[config.mk]
export PLATFORM = sky130hd
export DESIGN_NAME = frequency_meter
export DESIGN_NICKNAME = d
export VERILOG_FILES = /design/src/rtl/frequency_meter.sv
export SDC_FILE = /design/constraint.sdc
export NUM_CORES = 1
export LEC_CHECK = 0
export CORE_UTILIZATION = 52
export CTS_BUF_LIST = sky130_fd_sc_hd__clkbuf_4
export CTS_CLUSTER_SIZE = 24
export DETAILED_ROUTE_END_ITERATION = 8
export PLACE_DENSITY_LB_ADDON = 0.12
export SLEW_MARGIN = 20
export SYNTH_ARGS = -nofsm -noshare
export SYNTH_HDL_FRONTEND = slang
export SYNTH_SLANG_ARGS = --single-unit
[constraint.sdc]
create_clock -name clk -period 3.3 [get_ports clk]
set_clock_uncertainty 0.15 [all_clocks]
set_input_delay 0.495 -clock clk [delete_from_list [all_inputs] [get_ports clk]]
set_output_delay 0.495 -clock clk [all_outputs]
set_load 0.02 [all_outputs]
[src/rtl/frequency_meter.sv]
// Frequency meter: counts rising edges of an asynchronous square wave over a
// gate window of GATE_CYCLES clk cycles and publishes the count.
//
// Ports:
//   clk         system clock, all logic on its rising edge
//   rst_n       asynchronous active-low reset
//   en          count enable; low freezes the gate window and drops edges
//   start       begin a measurement (honoured only while idle)
//   continuous  sampled at window end; 1 starts the next window with no gap
//   sig_in      asynchronous signal under measurement
//   freq        last completed edge count, held until the next result
//   freq_valid  one-cycle strobe when freq updates
//   overflow    the edge count saturated during the reported window
//   busy        high while a window is being measured
module frequency_meter #(
  parameter int unsigned GATE_CYCLES = 50_000_000,
  parameter int unsigned COUNT_WIDTH = 32
) (
  input  logic                   clk,
  input  logic                   rst_n,
  input  logic                   en,
  input  logic                   start,
  input  logic                   continuous,
  input  logic                   sig_in,
  output logic [COUNT_WIDTH-1:0] freq,
  output logic                   freq_valid,
  output logic                   overflow,
  output logic                   busy
);

  // GATE_CYCLES must be at least 2, so the window counter is at least 1 bit.
  localparam int unsigned WinWidth = (GATE_CYCLES > 2) ? $clog2(GATE_CYCLES) : 1;
  localparam logic [WinWidth-1:0] WinLast = WinWidth'(GATE_CYCLES - 1);

  typedef enum logic [0:0] {
    StIdle,
    StMeasure
  } state_e;

  state_e state_q, state_d;

  logic sync1_q, sync2_q, prev_q;
  logic edge_det;

  logic [WinWidth-1:0]    win_cnt_q, win_cnt_d;
  logic [COUNT_WIDTH-1:0] edge_cnt_q, edge_cnt_d, edge_cnt_inc;
  logic                   sat_q, sat_d, sat_inc;

  logic [COUNT_WIDTH-1:0] freq_q, freq_d;
  logic                   overflow_q, overflow_d;
  logic                   freq_valid_q, freq_valid_d;

  logic measuring, tick, win_end, count_edge;

  // ---------------------------------------------------------------------------
  // Input path: two-flop synchronizer followed by a previous-value flop.
  // ---------------------------------------------------------------------------
  always_ff @(posedge clk or negedge rst_n) begin
    if (!rst_n) begin
      sync1_q <= 1'b0;
      sync2_q <= 1'b0;
      prev_q  <= 1'b0;
    end else begin
      sync1_q <= sig_in;
      sync2_q <= sync1_q;
      prev_q  <= sync2_q;
    end
  end

  assign edge_det = sync2_q & ~prev_q;

  // ---------------------------------------------------------------------------
  // Window qualifiers.
  // ---------------------------------------------------------------------------
  assign measuring  = (state_q == StMeasure);
  assign tick       = measuring & en;
  assign win_end    = tick & (win_cnt_q == WinLast);
  assign count_edge = tick & edge_det;

  // Saturating edge count including this cycle's edge. The sat flag marks
  // that an edge arrived while the counter was already at all-ones, i.e. an
  // edge was actually lost.
  always_comb begin
    edge_cnt_inc = edge_cnt_q;
    sat_inc      = sat_q;
    if (count_edge) begin
      if (&edge_cnt_q) begin
        sat_inc = 1'b1;
      end else begin
        edge_cnt_inc = edge_cnt_q + COUNT_WIDTH'(1);
      end
    end
  end

  // ---------------------------------------------------------------------------
  // FSM: state register.
  // ---------------------------------------------------------------------------
  always_ff @(posedge clk or negedge rst_n) begin
    if (!rst_n) begin
      state_q <= StIdle;
    end else begin
      state_q <= state_d;
    end
  end

  // FSM: next-state logic.
  always_comb begin
    state_d = state_q;
    unique case (state_q)
      StIdle: begin
        if (start) begin
          state_d = StMeasure;
        end
      end
      StMeasure: begin
        if (win_end && !continuous) begin
          state_d = StIdle;
        end
      end
      default: state_d = StIdle;
    endcase
  end

  // FSM: outputs.
  always_comb begin
    busy       = measuring;
    freq       = freq_q;
    freq_valid = freq_valid_q;
    overflow   = overflow_q;
  end

  // ---------------------------------------------------------------------------
  // Window and edge counters.
  // ---------------------------------------------------------------------------
  always_comb begin
    win_cnt_d  = win_cnt_q;
    edge_cnt_d = edge_cnt_q;
    sat_d      = sat_q;
    if (!measuring) begin
      if (start) begin
        win_cnt_d  = '0;
        edge_cnt_d = '0;
        sat_d      = 1'b0;
      end
    end else if (win_end) begin
      // Cleared here so a continuous window starts counting next cycle.
      win_cnt_d  = '0;
      edge_cnt_d = '0;
      sat_d      = 1'b0;
    end else if (tick) begin
      win_cnt_d  = win_cnt_q + WinWidth'(1);
      edge_cnt_d = edge_cnt_inc;
      sat_d      = sat_inc;
    end
  end

  always_ff @(posedge clk or negedge rst_n) begin
    if (!rst_n) begin
      win_cnt_q  <= '0;
      edge_cnt_q <= '0;
      sat_q      <= 1'b0;
    end else begin
      win_cnt_q  <= win_cnt_d;
      edge_cnt_q <= edge_cnt_d;
      sat_q      <= sat_d;
    end
  end

  // ---------------------------------------------------------------------------
  // Result registers: loaded only at window end, strobe lasts one cycle.
  // ---------------------------------------------------------------------------
  always_comb begin
    freq_valid_d = win_end;
    freq_d       = win_end ? edge_cnt_inc : freq_q;
    overflow_d   = win_end ? sat_inc : overflow_q;
  end

  always_ff @(posedge clk or negedge rst_n) begin
    if (!rst_n) begin
      freq_q       <= '0;
      overflow_q   <= 1'b0;
      freq_valid_q <= 1'b0;
    end else begin
      freq_q       <= freq_d;
      overflow_q   <= overflow_d;
      freq_valid_q <= freq_valid_d;
    end
  end

endmodule

# After elaboration in Yosys (flattened, before gate mapping)

Cells that the tools add are included.
W data, S select, Z words.

Muxes and demuxes: 19
Add/subtract/negate cells: 2
Equality and inequality tests: 2
Bitwise gates (word level): 6
Reductions and logical operators: 5

Operators with widths:

| kind                    | count |
|---|---|
| $mux W32                | 6 |
| $mux W26                | 4 |
| $add A32 B1 Y32 const B | 1 |
| $reduce_and A32 Y1      | 1 |
| $add A26 B1 Y26 const B | 1 |
| $eq A26 B26 Y1 const B  | 1 |
| $mux W1                 | 8 |
| $and A1 B1 Y1           | 4 |
| $ne A3 B1 Y1 const B    | 1 |
| $not A1 Y1              | 2 |
| $pmux W1 S2             | 1 |
| $reduce_and A2 Y1       | 1 |
| $reduce_bool A2 Y1      | 1 |
| $logic_and A1 B1 Y1     | 1 |
| $logic_not A1 Y1        | 1 |

Bits of input ports: 6
Bits in registers: 97
Output and inout bits: 35

# Logic depth before layout (Yosys ltp)

Gate-level depths: netlist (run 1).

Depth after elaboration: 7
Gate-level depth with buffers: 9
Mapped depth without buffers: 6

# Worst setup path after synthesis (run 1)

OpenSTA, ideal clock, no wires.

Kind: reg2reg
Start: register state_q (netlist: busy)
End: register freq_q[27] (netlist: freq[27])
Arrival time: 2130 ps
Setup time: 119 ps
Required time: 3031 ps
Path slack: 901 ps
Cell stages (with the launch flop): 8
Buffers on the path: 1
Path through: dfrtp_1 > buf_4 > nand4b_1 > or4_1 > a2111oi_4 > nand3_2 > xor2_1 > o21ai_2

Longest elaborated chain between the ends: 3
Elaborated cells between the ends (all ways): 4
Classes of those cells: mux (1); bitwise (3)

RTL lines:

| item                   | RTL line | source |
|---|---|---|
| from (decl)            | 40       | `state_e state_q, state_d;` |
| from (signal assigned) | 100      | `state_q <= StIdle;` |
| from (signal assigned) | 102      | `state_q <= state_d;` |
| $and A1 B1 Y1 (*)      | 76       | `assign tick = measuring & en;` |
| $and A1 B1 Y1          | 78       | `assign count_edge = tick & edge_det;` |
| $mux W32               | 86       | `if (count_edge) begin` |
| to (signal assigned)   | 184      | `freq_q <= freq_d;` |
| to (decl)              | 49       | `logic [COUNT_WIDTH-1:0] freq_q, freq_d;` |

Every way passes the cells marked *; elsewhere a longest branch is shown, timed or not.
A chain may end at the register's enable or synchronous reset.

# Final worst setup path (run 1)

Start: register win_cnt_q[0]
End: register edge_cnt_q[19]

Longest elaborated chain between the ends: 4
Elaborated cells between the ends (all ways): 6
Classes of those cells: eq/ne (2); mux (2); bitwise (1); reduce/logical (1)

RTL lines:

| item                                                           | RTL line | source |
|---|---|---|
| from (decl)                                                    | 45       | `logic [WinWidth-1:0] win_cnt_q, win_cnt_d;` |
| from (signal assigned)                                         | 163      | `win_cnt_q <= win_cnt_d;` |
| $eq A26 B26 Y1 (*)                                             | 77       | `assign win_end = tick & (win_cnt_q == WinLast);` |
| $and A1 B1 Y1 (*)                                              | 77       |  |
| $ne A3 B1 Y1 (no line) / $mux W32 (equally long branches)      | n/a      |  |
| $reduce_and A2 Y1 (no line) / $mux W32 (equally long branches) | n/a      |  |
| to (signal assigned)                                           | 164      | `edge_cnt_q <= edge_cnt_d;` |
| to (decl)                                                      | 46       | `logic [COUNT_WIDTH-1:0] edge_cnt_q, edge_cnt_d, edge_cnt_inc;` |

Marks and branches as above.

==> impl_results.md, run 1 <==
- Mapped cell area: 5190 um^2
- Final WL: 11.7 mm
- Row cnt: 36
- TNS Setup: 0 ps
- Reg-to-Reg End: edge_cnt_q[19]
- Power per cell area: 354 nW/um^2
- Worst VDD drop: 268 uV
- IO Pins: 41
- Inserted Diodes: 0
- Post-CTS setup buffers: 0
- Core ar.: 9730 um^2
- Fmax: 334 MHz
- Dpl ws: 283 ps
- Critical Path Start Type: flip-flop
- Synth area leader: dfrtp_1
- Syn nets: 580
- Worst Tran Pin Value: 1050 ps
- DR pass1 iterations: 5
- Post-synthesis sequential area ratio: 46.8%
- Largest cells by area after synthesis: dfrtp_1 47%, o21ai_0 7.9%, nand2_1 5.9%
- Final period util: 90.8%
- Main synth FF type: dfrtp_1
- Fillers: 891
- EDFF count, synth: 0
- Count of cell types in the netlist: 62
- P_leak: 2.37 nW
- Initial Utilization: 53.3%
- Ratio of cells with drive above 1 in the final layout: 8.09%
- Worst EP required: 3480 ps
- Routed vias: 4388
- Antenna-violating nets left: 0
- Worst Hold Class: flip-flop to flip-flop
- DP Area: 5700 um^2
- Most frequent cell after synthesis: dfrtp_1
- Worst Path Max Fanout: 26
- Final net count: 610
- Skew-Pair Late Insertion Delay: 450 ps
- CTS clk-pin slew, worst paths: 130 ps
- Pin count of the biggest net entering global routing: 68
- Die H: 102 um
- Vias in the first global route: 4155
- Yosys warnings: 0
- Internal reg-to-reg setup slack: 300 ps
- Die Footprint: 10400 um^2
- Design area: 5860 um^2
- Synth cell count leaders: 97 x dfrtp_1, 82 x nand2_1, 82 x o21ai_0
- Hold Vio Cnt, Final: 0
- Global-route wire length before repair: 19.9 mm
- GP Congestion: 0.882
- Area delta synth->final: 13.0%
- Avg Cell Area, Syn: 9.07 um^2
- RSZ-0062 raised after global routing: no
- Post-synth top area share: 46.8%
- CTS max path bufs: 2
- CTS Buf Count: 9
- Synthesized instance count: 572
- CP endpoint: edge_cnt_q[19]
- Cts repair resizes: 0
- Final Max Slew Viols: 0
- Crit path time final: 3000 ps
- Clock Tree Root: clkbuf_4
- Total gr overflow: 0
- Worst setup EP type: flip-flop
- H-tree levels: 3
- Die X: 102 um
- WL/cell: 15.8 um
- Final setup fails: 0
- Initial antenna violation count: 0
- Status: finished clean
- Crit path kind: flip-flop to flip-flop
- Slew headroom: 29.7%
- MaxCap Viol Count: 0
- Vias/cell: 5.94
- Residual DRC: 0
- Final core utilization: 60.2%
- Final WS setup: 303 ps
- CTS tree: done
- Reg-to-Reg Start: win_cnt_q[0]
- Worst R2R Path Depth: 7
- PortBufs: 40
- Share of flip-flops with an asynchronous set or reset: 100%
- Post-DP HPWL: 7.99 mm
- Sink Count: 97
- Drt first-iter violations: 194
- Yosys reg bits: 97
- CP Data Arrival Time: 3180 ps
- CP Launch Point: win_cnt_q[0]
- Total track usage: 24.6%
-- routing by layer --
metal	share of wire [%]	vias to the layer above	track usage, %
li1	-	2152	-
met1	45	2141	31.4
met2	51	80	42.8
met3	3.1	15	3.83
met4	1.7	0	8.35
met5	0	-	0
-- registers in the layout, summed over array words and instances (netlist names) --
register	flops
sat_q	1
prev_q	1
busy	1
edge_cnt_q	32
win_cnt_q	26
freq_valid	1
sync1_q	1
overflow	1
sync2_q	1
freq	32
-- worst min path at each step --
| stage | start | to | slack, ps | cells past startpoint |
|---|---|---|---|---|
| after global routing | sync1_q | sync2_q | 240 | 0 |
| final | sync1_q | sync2_q | 220 | 0 |
| after floorplan | rst_n | busy | 50 | 0 |
| after CTS | sync1_q | sync2_q | 220 | 0 |
| after global placement | sync1_q | sync2_q | 190 | 0 |
| after detailed placement | sync1_q | sync2_q | 190 | 0 |
-- through the flow --
step | hold slack [ps] | cells | power (W)
2_1_floorplan | 49.4 | 572 | 0.00134
3_3_place_gp | 186 | 723 | 0.00140
3_5_place_dp | 191 | 723 | 0.00140
4_1_cts | 221 | 739 | 0.00209
5_1_grt | 240 | 739 | 0.00217
6_report | 217 | 739 | 0.00208
-- cell usage in the layout (no fill, tap or decap), types with 5 or more instances in the layout --
cell type and n:
and3_1 13, clkdlybuf4s50_1 39, nand3_1 26, xnor2_1 17
a31oi_1 27, buf_4 13, and2_1 5, and4_1 6
nor2_1 23, nand2_1 81, dfrtp_1 97, o21ai_1 6
a21oi_1 28, nor3_1 5, inv_1 9, clkbuf_4 11
xor2_1 13, o31ai_1 11, nand4_1 22, o21ai_0 81
-- power by group --
group,internal (W),leakage (nW),switching (W),total (W)
logic,0.0000467,0.952,0.0000915,0.000138
clock network,0.000318,0.0844,0.000376,0.000693
registers,0.00121,1.34,0.0000314,0.00124
-- timing repair --
| action | CTS | global route |
|---|---|---|
| hold endpoints to repair | 41 | 0 |
| endpoints found under the setup margin | 0 | 2 |
| hold buffers | 1 | 0 |
-- final cells by class --
class / instances / area, um^2 / area share (%)
multi-input combinational: 431 / 2560 / 43.7
sequential: 97 / 2430 / 41.4
timing repair buffer: 54 / 518 / 8.84
tap: 133 / 166 / 2.84
clock buffer: 11 / 82.6 / 1.41
clock inverter: 4 / 68.8 / 1.17
inverter: 9 / 33.8 / 0.576
-- worst max-delay path: stages, from the launching register on --
cell      delay [ps]
dfrtp_1          420
ha_1             340
nand3b_1         210
o41ai_4         1010
buf_4            430
a21oi_1           70
o21ai_0          160
o31ai_1           90
-- cells by family after synthesis --
logic type               count (synthesis)  synth area share, %
multiplexers                             2                0.386
buffers and inverters                   44                 4.05
AO/OA/AOI/OAI                          178                 20.8
AND/OR/NAND/NOR                        219                 22.4
XOR/XNOR                                30                 5.07
flip-flops                              97                 46.8
adder cells (fa/ha/maj)                  2                0.482
Power figures use the tool's default switching activity.
==> run 2, diff against run 1 <==
--- a/config.mk
+++ b/config.mk
@@ -5,11 +5,14 @@
 export SDC_FILE = /design/constraint.sdc
 export NUM_CORES = 1
 export LEC_CHECK = 0
+export ABC_AREA = 1
 export CORE_UTILIZATION = 52
 export CTS_BUF_LIST = sky130_fd_sc_hd__clkbuf_4
+export CTS_CLUSTER_DIAMETER = 80
 export CTS_CLUSTER_SIZE = 24
 export DETAILED_ROUTE_END_ITERATION = 8
 export PLACE_DENSITY_LB_ADDON = 0.12
+export RECOVER_POWER = 25
 export SLEW_MARGIN = 20
 export SYNTH_ARGS = -nofsm -noshare
 export SYNTH_HDL_FRONTEND = slang
==> impl_results.md, run 2 <==
- Status: complete, but fails checks
- Failing checks: capacitance limit, slew limit
- Overall power: 0.00243 W
- Area delta synth->final: 11.8%
- GP Congestion: 0.933
- Synthesized instance count: 831
- Post-synth top area share: 42.3%
- Most frequent cells in the layout: 361 x nand2_1, 97 x dfrtp_1, 90 x nand3_1, 70 x inv_1, 69 x nor2_1
- PortBufs: 40
- Worst VDD drop: 360 uV
- Vias in the first global route: 5155
- Initial Utilization: 53.2%
- Synth area leader: dfrtp_1
- Most frequent cell after synthesis: nand2_1
- GRT met3 Usage: 3.65%
- Critical Path Start Type: input port
- Final setup fails: 0
- Clock Tree Root: clkbuf_4
- Count of cell types in the netlist: 37
- Total gr overflow: 0
- Ratio of cells with drive above 1 in the final layout: 6.29%
- Final period util: 73.6%
- Largest cells by area after synthesis: dfrtp_1 42%, nand2_1 24%, nand3_1 7.8%
- CP max stage cell: clkbuf_2
- WHS Path Cells: 0
- Most common cell after layout, fill and taps aside: nand2_1
- Inserted Diodes: 0
- Residual DRC: 0
- Met1 Usage GRT: 35.2%
- Global-route wire length before repair: 24.7 mm
- Post-synthesis sequential area ratio: 42.3%
- CP Data Arrival Time: 2960 ps
- Antenna-violating nets left: 0
- H-tree levels: 3
- Die H: 107 um
- Post-DP HPWL: 10.2 mm
- Skew-Pair Late Insertion Delay: 490 ps
- Hold Vio Cnt, Final: 0
- CTS clk-pin slew, worst paths: 150 ps
- Vias/cell: 5.28
- Syn nets: 839
- Crit path time final: 2430 ps
- Total track usage: 27.7%
- Worst setup EP type: async pin
- Crit path max-delay family: buffers and inverters
- Routed vias: 5357
- Core ar.: 10800 um^2
- Hold_sp: sync1_q
- Die X: 107 um
- Sink Count: 97
- Finished Layout Cells: 1014
- Avg Cell Area, Syn: 6.91 um^2
- Synth cell count leaders: 361 x nand2_1, 97 x dfrtp_1, 90 x nand3_1
- Worst stage delay on the critical path: 1400 ps
- Post-CTS setup buffers: 0
- Worst Path Max Fanout: 78
- Worst Tran Pin Value: 1970 ps
- Drt first-iter violations: 313
- CTS Buf Count: 9
- MaxCap Viol Count: 1
- TNS Setup: 0 ps
- Final net count: 877
- Top Usage Layer GRT: met2
- Dpl cells: 997
- P_leak: 3.10 nW
- Final core utilization: 59.5%
- Initial antenna violation count: 0
- Worst EP required: 3830 ps
- Met2 Use GR: 46.7%
- Worst Hold Class: flip-flop to flip-flop
- Die Footprint: 11500 um^2
- Critical path buffers and inverters: 3
- Final WL: 14.7 mm
- Yosys reg bits: 97
- Crit path kind: input port to async pin
- WHS: 226 ps
- Worst R2R Path Depth: 11
- Crit path cell chain: dlygate4sd3_1 -> clkbuf_2 -> buf_4
- WL/cell: 14.5 um
- EDFF count, synth: 0
- Main synth FF type: dfrtp_1
- IO Pins: 41
- Slew headroom: -31.1%
- Reg-to-Reg End: freq[1]
- Share of flip-flops with an asynchronous set or reset: 100%
- CTS max path bufs: 2
- Hold Path Sink: sync2_q
- CTS tree: done
- Power per cell area: 378 nW/um^2
- DR pass1 iterations: 5
- RSZ-0062 raised after global routing: no
- Reg-to-Reg Start: edge_cnt_q[0]
- Fmax: 412 MHz
- Pin count of the biggest net entering global routing: 79
- Mapped cell area: 5740 um^2
- Yosys warnings: 0
- Final Max Slew Viols: 79
- Row cnt: 38
- Internal reg-to-reg setup slack: 920 ps
## run 2: cell count changes after synthesis, moves of 6 or more
cell and change:
o31ai_1 -11, a31oi_1 -27, and4_1 -6, o21ai_1 +8
and3_1 -12, o21ai_0 -64, nor2_1 +46, inv_1 +61
nor2_4 +6, xnor2_1 -15, clkbuf_1 -13, a21oi_1 -27
nand3_1 +64, nand2_1 +279
## run 2: cells by family after synthesis
family / count (synthesis) / synth area share (%)
xor gates and xnor gates: 11 / 1.68
buffers and inverters: 98 / 7.54
DFF: 97 / 42.3
adders and majority gates: 2 / 0.436
AOI/OAI and AO/OA: 39 / 3.64
and+or+nand+nor: 584 / 44.5
## run 2: what timing repair did
item / 4_1_cts / 5_1_grt
hold buffers: 0 / 1
endpoints found under the hold margin: 0 / 76
resized for setup: 0 / 0
## run 2: power breakdown
group | internal, W | switching [W]
registers | 0.00127 | 0.000111
logic | 0.000108 | 0.000196
clock network | 0.000305 | 0.000434
## run 2: through the flow
stage,cell area (um^2),setup WS (ps)
after detailed placement,6250,660
after floorplan,5740,1430
after global routing,6420,473
final,6420,871
after global placement,6250,744
after CTS,6410,906
## run 2: worst max-delay path by stage
stage                              from              to  slack [ps]  cells after the start
final                             rst_n        freq[12]         870                      3
after floorplan           edge_cnt_q[0]  edge_cnt_q[11]        1430                     11
after global routing              rst_n   win_cnt_q[15]         470                      2
after CTS                 edge_cnt_q[0]         freq[1]         910                     11
after global placement               en  edge_cnt_q[18]         740                     10
after detailed placement             en  edge_cnt_q[18]         660                     10
## run 2: cell type report
type | count | area, um^2
flip-flops and latches | 97 | 2430
multi-input cells | 636 | 2880
fillers | 1024 | 4370
well taps | 140 | 175
repair buffers | 51 | 493
inverters | 74 | 278
clock inverters | 7 | 95.1
clock buffers | 9 | 67.6
## run 2: routing by layer
metal	share of wire, %	up-vias	wire length, um
li1	-	2703	-
met1	44	2462	6530
met2	48	155	7110
met3	4.5	37	663
met4	3.0	0	444
met5	0	-	0
==> run 3, diff against run 2 <==
==> constraint.sdc (replaced) <==
create_clock -name clk -period 2.05 [get_ports clk]
set_clock_uncertainty 0.15 [all_clocks]
set_input_delay 0.3075 -clock clk [delete_from_list [all_inputs] [get_ports clk]]
set_output_delay 0.3075 -clock clk [all_outputs]
set_load 0.02 [all_outputs]
==> impl_results.md, run 3 (synthesis results as in run 2) <==
- Drt first-iter violations: 280
- Routed vias: 5740
- Sink Count: 97
- Internal power: 0.00278 W
- Most frequent cells in the layout: 360 x nand2_1, 95 x dfrtp_1, 89 x nand3_1, 67 x inv_1, 60 x nor2_1
- Dpl ws: -158 ps
- Final core utilization: 64.7%
- CP endpoint: freq[18]
- Post-DP HPWL: 11.0 mm
- Die X: 107 um
- FF/Latch Area: 2430 um^2
- Vias/cell: 5.36
- Final Max Slew Viols: 0
- Clock share of power: 28.9%
- Final setup fails: 0
- Sequential share of power: 55.6%
- Initial Utilization: 53.2%
- Inserted Diodes: 0
- Worst EP required: 1590 ps
- Final net count: 934
- Critical Path Start Type: flip-flop
- Worst VDD drop: 504 uV
- Crit path depth: 1
- Area of the multi-input gates: 3010 um^2
- PortBufs: 40
- Reg-to-Reg End: freq[10]
- Vias in the first global route: 5625
- Worst Tran Pin Value: 756 ps
- CTS max path bufs: 2
- Global-route wire length before repair: 26.1 mm
- Die Footprint: 11500 um^2
- Reg-to-Reg Start: edge_cnt_q[19]
- Worst setup EP type: output pin
- Final WL: 16.1 mm
- Die H: 107 um
- WL/cell: 15.0 um
- Clock Tree Root: clkbuf_4
- CTS clk-pin slew, worst paths: 150 ps
- CP Launch Point: freq[18]
- CTS Buf Count: 9
- Worst R2R Path Depth: 11
- P_leak: 3.39 nW
- Initial antenna violation count: 0
- Crit path kind: flip-flop to output pin
- RSZ-0062 raised after global routing: yes
- Power per cell area: 572 nW/um^2
- Residual DRC: 0
- CTS tree: done
- Worst stage delay on the critical path: 630 ps
- DR top layer: met4
- Core ar.: 10800 um^2
- GP Congestion: 0.937
- Crit path max-delay family: buffers and inverters
- Total gr overflow: 0
- M1 wire length: 6.65 mm
- Antenna-violating nets left: 0
- Worst Hold Class: input port to flip-flop
- Total track usage: 29.2%
- Crit path cell chain: clkdlybuf4s50_1
- Final WS setup: 51.7 ps
- Area delta synth->final: 21.6%
- Crit path time final: 2000 ps
- Slew headroom: 49.6%
- Pin count of the biggest net entering global routing: 45
- Logic pwr share: 15.5%
- Hold Vio Cnt, Final: 0
- Skew-Pair Late Insertion Delay: 500 ps
- H-tree levels: 3
- Final period util: 97.5%
- Fillers: 948
- Switching fraction of total power: 30.3%
- Metal2 WL: 7.92 mm
- MaxCap Viol Count: 0
- DR pass1 iterations: 5
- Status: finished clean
- CP Data Arrival Time: 1540 ps
- Row cnt: 38
- Ratio of cells with drive above 1 in the final layout: 14.1%
- Met3 wire length: 885 um
- Internal reg-to-reg setup slack: 50 ps
- IO Pins: 41
- Most common cell after layout, fill and taps aside: nand2_1
- Switch Pwr: 0.00121 W
- Critical path buffers and inverters: 1
- CP max stage cell: clkdlybuf4s50_1
- Worst Path Max Fanout: 2
- WHS: 209 ps
- Fmax: 500 MHz
-- run 3: changes by cell type in the layout (fill, tap and decap cells not counted), sizes merged --
cell and change:
buf +50, clkbuf +3, clkdlybuf4s50 -1, clkinv +2, clkinvlp -1, dlygate4sd2 +1
inv -1, nand3 +4
-- run 3: layer usage --
| metal | vias up | GRT usage [%] |
|---|---|---|
| li1 | 2832 | - |
| met1 | 2684 | 35.0 |
| met2 | 179 | 51.3 |
| met3 | 45 | 3.95 |
| met4 | 0 | 14.5 |
| met5 | - | 0 |
-- run 3: worst min path at each step --
stage,endpoint,slack [ps],cells past startpoint,from
after floorplan,busy,-140,0,rst_n
after global placement,freq[4],120,1,rst_n
after detailed placement,freq[4],130,1,rst_n
after CTS,sync1_q,80,1,sig_in
after global routing,sync1_q,200,1,sig_in
final,sync1_q,210,1,sig_in
-- run 3: timing repair --
action / in CTS / in global routing
setup endpoints to repair: 11 / 68
resized for setup: 3 / 25
pin swaps: 2 / 7
gates cloned: 1 / 4
hold buffers: 1 / 0
endpoints found under the hold margin: 97 / 0
buffers inserted: 0 / 8
-- run 3: through the flow --
stage / TNS [ps] / total power (W) / instance area, um^2 / std cells
after global placement: -811 / 0.00279 / 6630 / 1041
final: 0 / 0.00399 / 6980 / 1071
after CTS: 0 / 0.00397 / 6810 / 1059
after detailed placement: -5650 / 0.00282 / 6630 / 1041
after floorplan: 0 / 0.00258 / 5740 / 831
after global routing: -519 / 0.00419 / 6980 / 1071
-- run 3: power by group through the flow --
stage / clock (W) / sequential [W] / combinational (W)
2_1_floorplan: 0 / 0.00221 / 0.000370
3_3_place_gp: 0 / 0.00223 / 0.000560
3_5_place_dp: 0 / 0.00224 / 0.000582
4_1_cts: 0.00118 / 0.00220 / 0.000585
5_1_grt: 0.00125 / 0.00224 / 0.000700
6_report: 0.00115 / 0.00222 / 0.000621
-- run 3: final cells by class --
type | count | area share, %
clock buffer | 9 | 0.967
inverter | 74 | 4.03
clock inverter | 7 | 1.22
sequential | 97 | 34.8
multi-input combinational | 640 | 43.0
timing repair buffer | 104 | 13.5
tap | 140 | 2.51
==> edit 1: new RTL, flow settings as in run 1 <==
The parameter `COUNT_WIDTH` goes from 32 to 64.
--- a/src/rtl/frequency_meter.sv
+++ b/src/rtl/frequency_meter.sv
@@ -14,7 +14,7 @@
 //   busy        high while a window is being measured
 module frequency_meter #(
   parameter int unsigned GATE_CYCLES = 50_000_000,
-  parameter int unsigned COUNT_WIDTH = 32
+  parameter int unsigned COUNT_WIDTH = 64
 ) (
   input  logic                   clk,
   input  logic                   rst_n,
Interface: changed (resized freq); port bits go from 41 to 73. No check against the original RTL was run, so the function may have changed too.
==> edit 1 against run 1 <==
Non-clock buffer count rose by 80. Total power rose by 73%. Synthesized area up 74%. Routed wire length rose by 110%. Sequential cell count up 64. Maximum frequency fell by 3.0%. Die area up 72%. Design area is 80% higher. Count of clock-buffer cells in the layout is 9 higher. Worst setup slack worse by 94 ps. Largest power group unchanged. Highest routed layer unchanged.
==> edit 1: results (changes against run 1) <==
[place]
routabilityCongestion = 0.904  ; +2.5%
hpwl_mm = 16.5  ; +110%
port_buffers = 72  ; +80%
pre_cts_slack_ps = 192  ; -91.1 ps
place_area_um2 = 10200  ; +80%

[global_routing]
use_met1_pct = 40.4  ; +9.0 points
grt_pass1_vias = 7736  ; +86%
met3_usage_pct = 4.19  ; +0.36 points
grt_use_total_pct = 28.0  ; +3.4 points
use_met2_pct = 42.7  ; -0.18 points
grt_max_degree = 62  ; -8.8%
antenna_found_initial = 1  ; +1
grt_first_pass_wirelength_mm = 39.5  ; +98%

[power_and_ir_drop]
pg_clk_w = 0.00132  ; +90%
p_int_w = 0.00269  ; +71%
p_seq_share_pct = 57.1  ; -2.8 points
ir_drop_mv = 0.252  ; -6.0%
p_leak_nw = 4.25  ; +79%

[critical_path]
critical_path.startpoint_type = register
worst-path-max-fanout = 19  ; -27%
cp_slowest_cell = or4_1
cp_top_family = simple AND/OR/NAND/NOR gates
r2r_start = edge_cnt_q[59]
ff2ff_setup_slack_ps = 210  ; -90 ps
max_stage_delay_ps = 740  ; -270 ps

[cells_and_area]
layout-drive-gt1-share_pct = 11.0  ; +2.9 points
finalNonFillerCells = 1332  ; +80%

[logic_synthesis]
synth_area_leaders = dfrtp_1 45%, o21ai_0 6.0%, nand2_1 5.5%
avgSynthCellArea_um2 = 8.83  ; -2.6%
ys_types = 68  ; +9.7%
synth_fa_ha_area_share_pct = 0.278  ; -0.20 points
synth.area.mux_share_pct = 1.04  ; +0.66 points
synth-compound-area-share_pct = 20.4  ; -0.44 points
yosys-top-cells-count = 161 x dfrtp_1, 132 x nand2_1, 108 x o21ai_0, 59 x nand3_1, 58 x clkbuf_1
syn_nets = 1027  ; +77%
ys_seq_area_share_pct = 44.8  ; -2.0 points
synth-xor-area-share_pct = 4.67  ; -0.39 points

[timing]
layout_min_cycle_time_ps = 3090  ; +93.9 ps
worst_pin_slew_ps = 760  ; -290 ps

[run_status]
status = finished, final reports clean

[detailed_routing]
drt-met1-wl_mm = 11.4  ; +120%
drtIter0Drc = 824  ; +320%
wl_per_cell_um = 18.1  ; +14%
dr_wl_met2_mm = 10.9  ; +85%

[hold_path]
hold_class = in -> reg

[cts]
ctsHtreeMaxLevel = 4  ; +1
clk_latency_ps = 580  ; +130 ps
numCtsBuffers = 17  ; +8

-- edit 1: cell count changes after synthesis, sizes merged, moves of 18 or more --
cell	run 1	this run
a31oi	27	48
nor4	5	23
nand4	23	41
dfrtp	97	161
nand2	83	132
o21ai	88	119
nand3	27	62
o211ai	2	21
clkbuf	19	58
-- edit 1: final cells by class --
cell class	instances	area, um2
Clock buffer	20	150
Fill cell	1469	6190
Sequential cell	161	4030
Antenna cell	1	2.50
Tap cell	220	275
Multi-Input combinational cell	761	4620
Inverter	23	86.3
Timing Repair Buffer	134	1240
Clock inverter	12	165
-- edit 1: how the worst min path moves through the flow --
| stage | from | end | slack (ps) | cells past startpoint |
|---|---|---|---|---|
| floorplan | rst_n | busy | 50 | 0 |
| global placement | sync1_q | sync2_q | 190 | 0 |
| detailed placement | sync1_q | sync2_q | 190 | 0 |
| CTS | sig_in | sync1_q | 170 | 1 |
| global route | sig_in | sync1_q | 150 | 1 |
| finish | sig_in | sync1_q | 200 | 1 |
==> edit 2: new RTL, config.mk and constraints of run 1 <==
Without the edit above. Make the reset (`rst_n`) synchronous in 4 clocked blocks. Comments in the files are not updated.
--- a/src/rtl/frequency_meter.sv
+++ b/src/rtl/frequency_meter.sv
@@ -55,7 +55,7 @@
   // ---------------------------------------------------------------------------
   // Input path: two-flop synchronizer followed by a previous-value flop.
   // ---------------------------------------------------------------------------
-  always_ff @(posedge clk or negedge rst_n) begin
+  always_ff @(posedge clk) begin
     if (!rst_n) begin
       sync1_q <= 1'b0;
       sync2_q <= 1'b0;
@@ -95,7 +95,7 @@
   // ---------------------------------------------------------------------------
   // FSM: state register.
   // ---------------------------------------------------------------------------
-  always_ff @(posedge clk or negedge rst_n) begin
+  always_ff @(posedge clk) begin
     if (!rst_n) begin
       state_q <= StIdle;
     end else begin
@@ -154,7 +154,7 @@
     end
   end
 
-  always_ff @(posedge clk or negedge rst_n) begin
+  always_ff @(posedge clk) begin
     if (!rst_n) begin
       win_cnt_q  <= '0;
       edge_cnt_q <= '0;
@@ -175,7 +175,7 @@
     overflow_d   = win_end ? sat_inc : overflow_q;
   end
 
-  always_ff @(posedge clk or negedge rst_n) begin
+  always_ff @(posedge clk) begin
     if (!rst_n) begin
       freq_q       <= '0;
       overflow_q   <= 1'b0;
Behaviour: differs if rst_n is asserted again (counterexample within 4 cycles, from zero or initial values and one cycle with rst_n low); with rst_n held inactive, the same outputs for 10 cycles.
==> edit 2 against run 1 <==
Maximum frequency is 6.7% higher. Critical path type unchanged. Critical path depth stayed put. Synthesized area is 9.7% lower. Sequential cell count stayed put. Global-route usage is 0.16 points higher. Worst setup slack better by 190 ps. Routed wire length is 4.6% lower. Non-clock buffer count is 5 higher. Total power is 3.7% lower. Design area is 7.9% lower.
==> edit 2: results (changes against run 1) <==
[run_status]
status = finished, final reports clean

[global_routing]
use_met1_pct = 34.3  ; +2.8 points
grt_first_pass_wirelength_mm = 19.2  ; -3.7%
use_met2_pct = 38.4  ; -4.5 points
grt_pass1_vias = 4020  ; -3.2%
grt_max_degree = 31  ; -54%
met3_usage_pct = 4.62  ; +0.79 points
grt_use_total_pct = 24.8  ; +0.16 points
antenna_found_initial = 0  ; unchanged

[cells_and_area]
fin_nets = 605  ; -0.82%
fillers = 782  ; -12%
layout-drive-gt1-share_pct = 8.31  ; +0.22 points

[cts]
clk_latency_ps = 470  ; +20 ps
numCtsBuffers = 9  ; unchanged

[power_and_ir_drop]
p_sw_w = 0.000480  ; -3.7%
p_leak_nw = 1.73  ; -27%
p_comb_share_pct = 4.2  ; -2.5 points
ir_drop_mv = 0.185  ; -31%
powerSeq_w = 0.00118  ; -5%

[critical_path]
worst-path-max-fanout = 20  ; -23%
ff2ff_setup_slack_ps = 490  ; +190 ps
cp_slowest_cell = o2111ai_2
cp.arrival_ps = 3010  ; -170 ps
reg2reg_to = edge_cnt_q[27]
max_stage_delay_ps = 880  ; -130 ps
crit_start = win_cnt_q[12]

[place]
hpwl_mm = 7.80  ; -2.4%
routabilityCongestion = 0.873  ; -0.95%
place_area_um2 = 5230  ; -8.2%

[detailed_routing]
vias_per_cell = 5.98  ; +0.65%
wl_per_cell_um = 15.7  ; -0.75%
drtIter0Drc = 252  ; +30%

[logic_synthesis]
synth-xor-area-share_pct = 9.35  ; +4.3 points
async_flop_share_pct = 0  ; -100 points
synth.area.mux_share_pct = 0.908  ; +0.52 points
ys_types = 53  ; -15%
ys_seq_area_share_pct = 41.5  ; -5.3 points
synth-compound-area-share_pct = 19.6  ; -1.2 points
synthFlopType = dfxtp_1
syn_nets = 572  ; -1.4%
synth_fa_ha_area_share_pct = 0.534  ; +0.052 points
synth_area_leaders = dfxtp_1 41%, xor2_1 5.6%, o21ai_0 4.9%

[hold_path]
hold_start = sync1_q
hold_depth = 1  ; +1
min_to = sync2_q

[timing]
setup_violations = 0  ; unchanged
worst_pin_slew_ps = 1010  ; -39.1 ps

-- edit 2: per-stage QoR --
stage | hold slack, ps | total power (W) | instances | setup WS [ps] | util (%)
3_5_place_dp | 273 | 0.00129 | 694 | 311 | 60.0
2_1_floorplan | 262 | 0.00126 | 564 | 778 | -
6_report | 303 | 0.00200 | 710 | 491 | 61.9
5_1_grt | 315 | 0.00207 | 710 | 338 | 61.9
4_1_cts | 308 | 0.00202 | 710 | 530 | 61.9
3_3_place_gp | 265 | 0.00128 | 694 | 397 | 60.0
-- edit 2: cell type report --
class | count | share of cell area (%)
multi-input combinational | 421 | 47.7
sequential | 97 | 36.0
timing repair buffer | 59 | 10.1
tap | 108 | 2.50
clock inverter | 7 | 1.88
clock buffer | 9 | 1.25
inverter | 9 | 0.626
-- edit 2: layer usage --
metal	vias to the layer above	wire length (um)
met5	-	0
met1	2011	5560
li1	2110	-
met3	13	432
met2	109	5000
met4	0	129
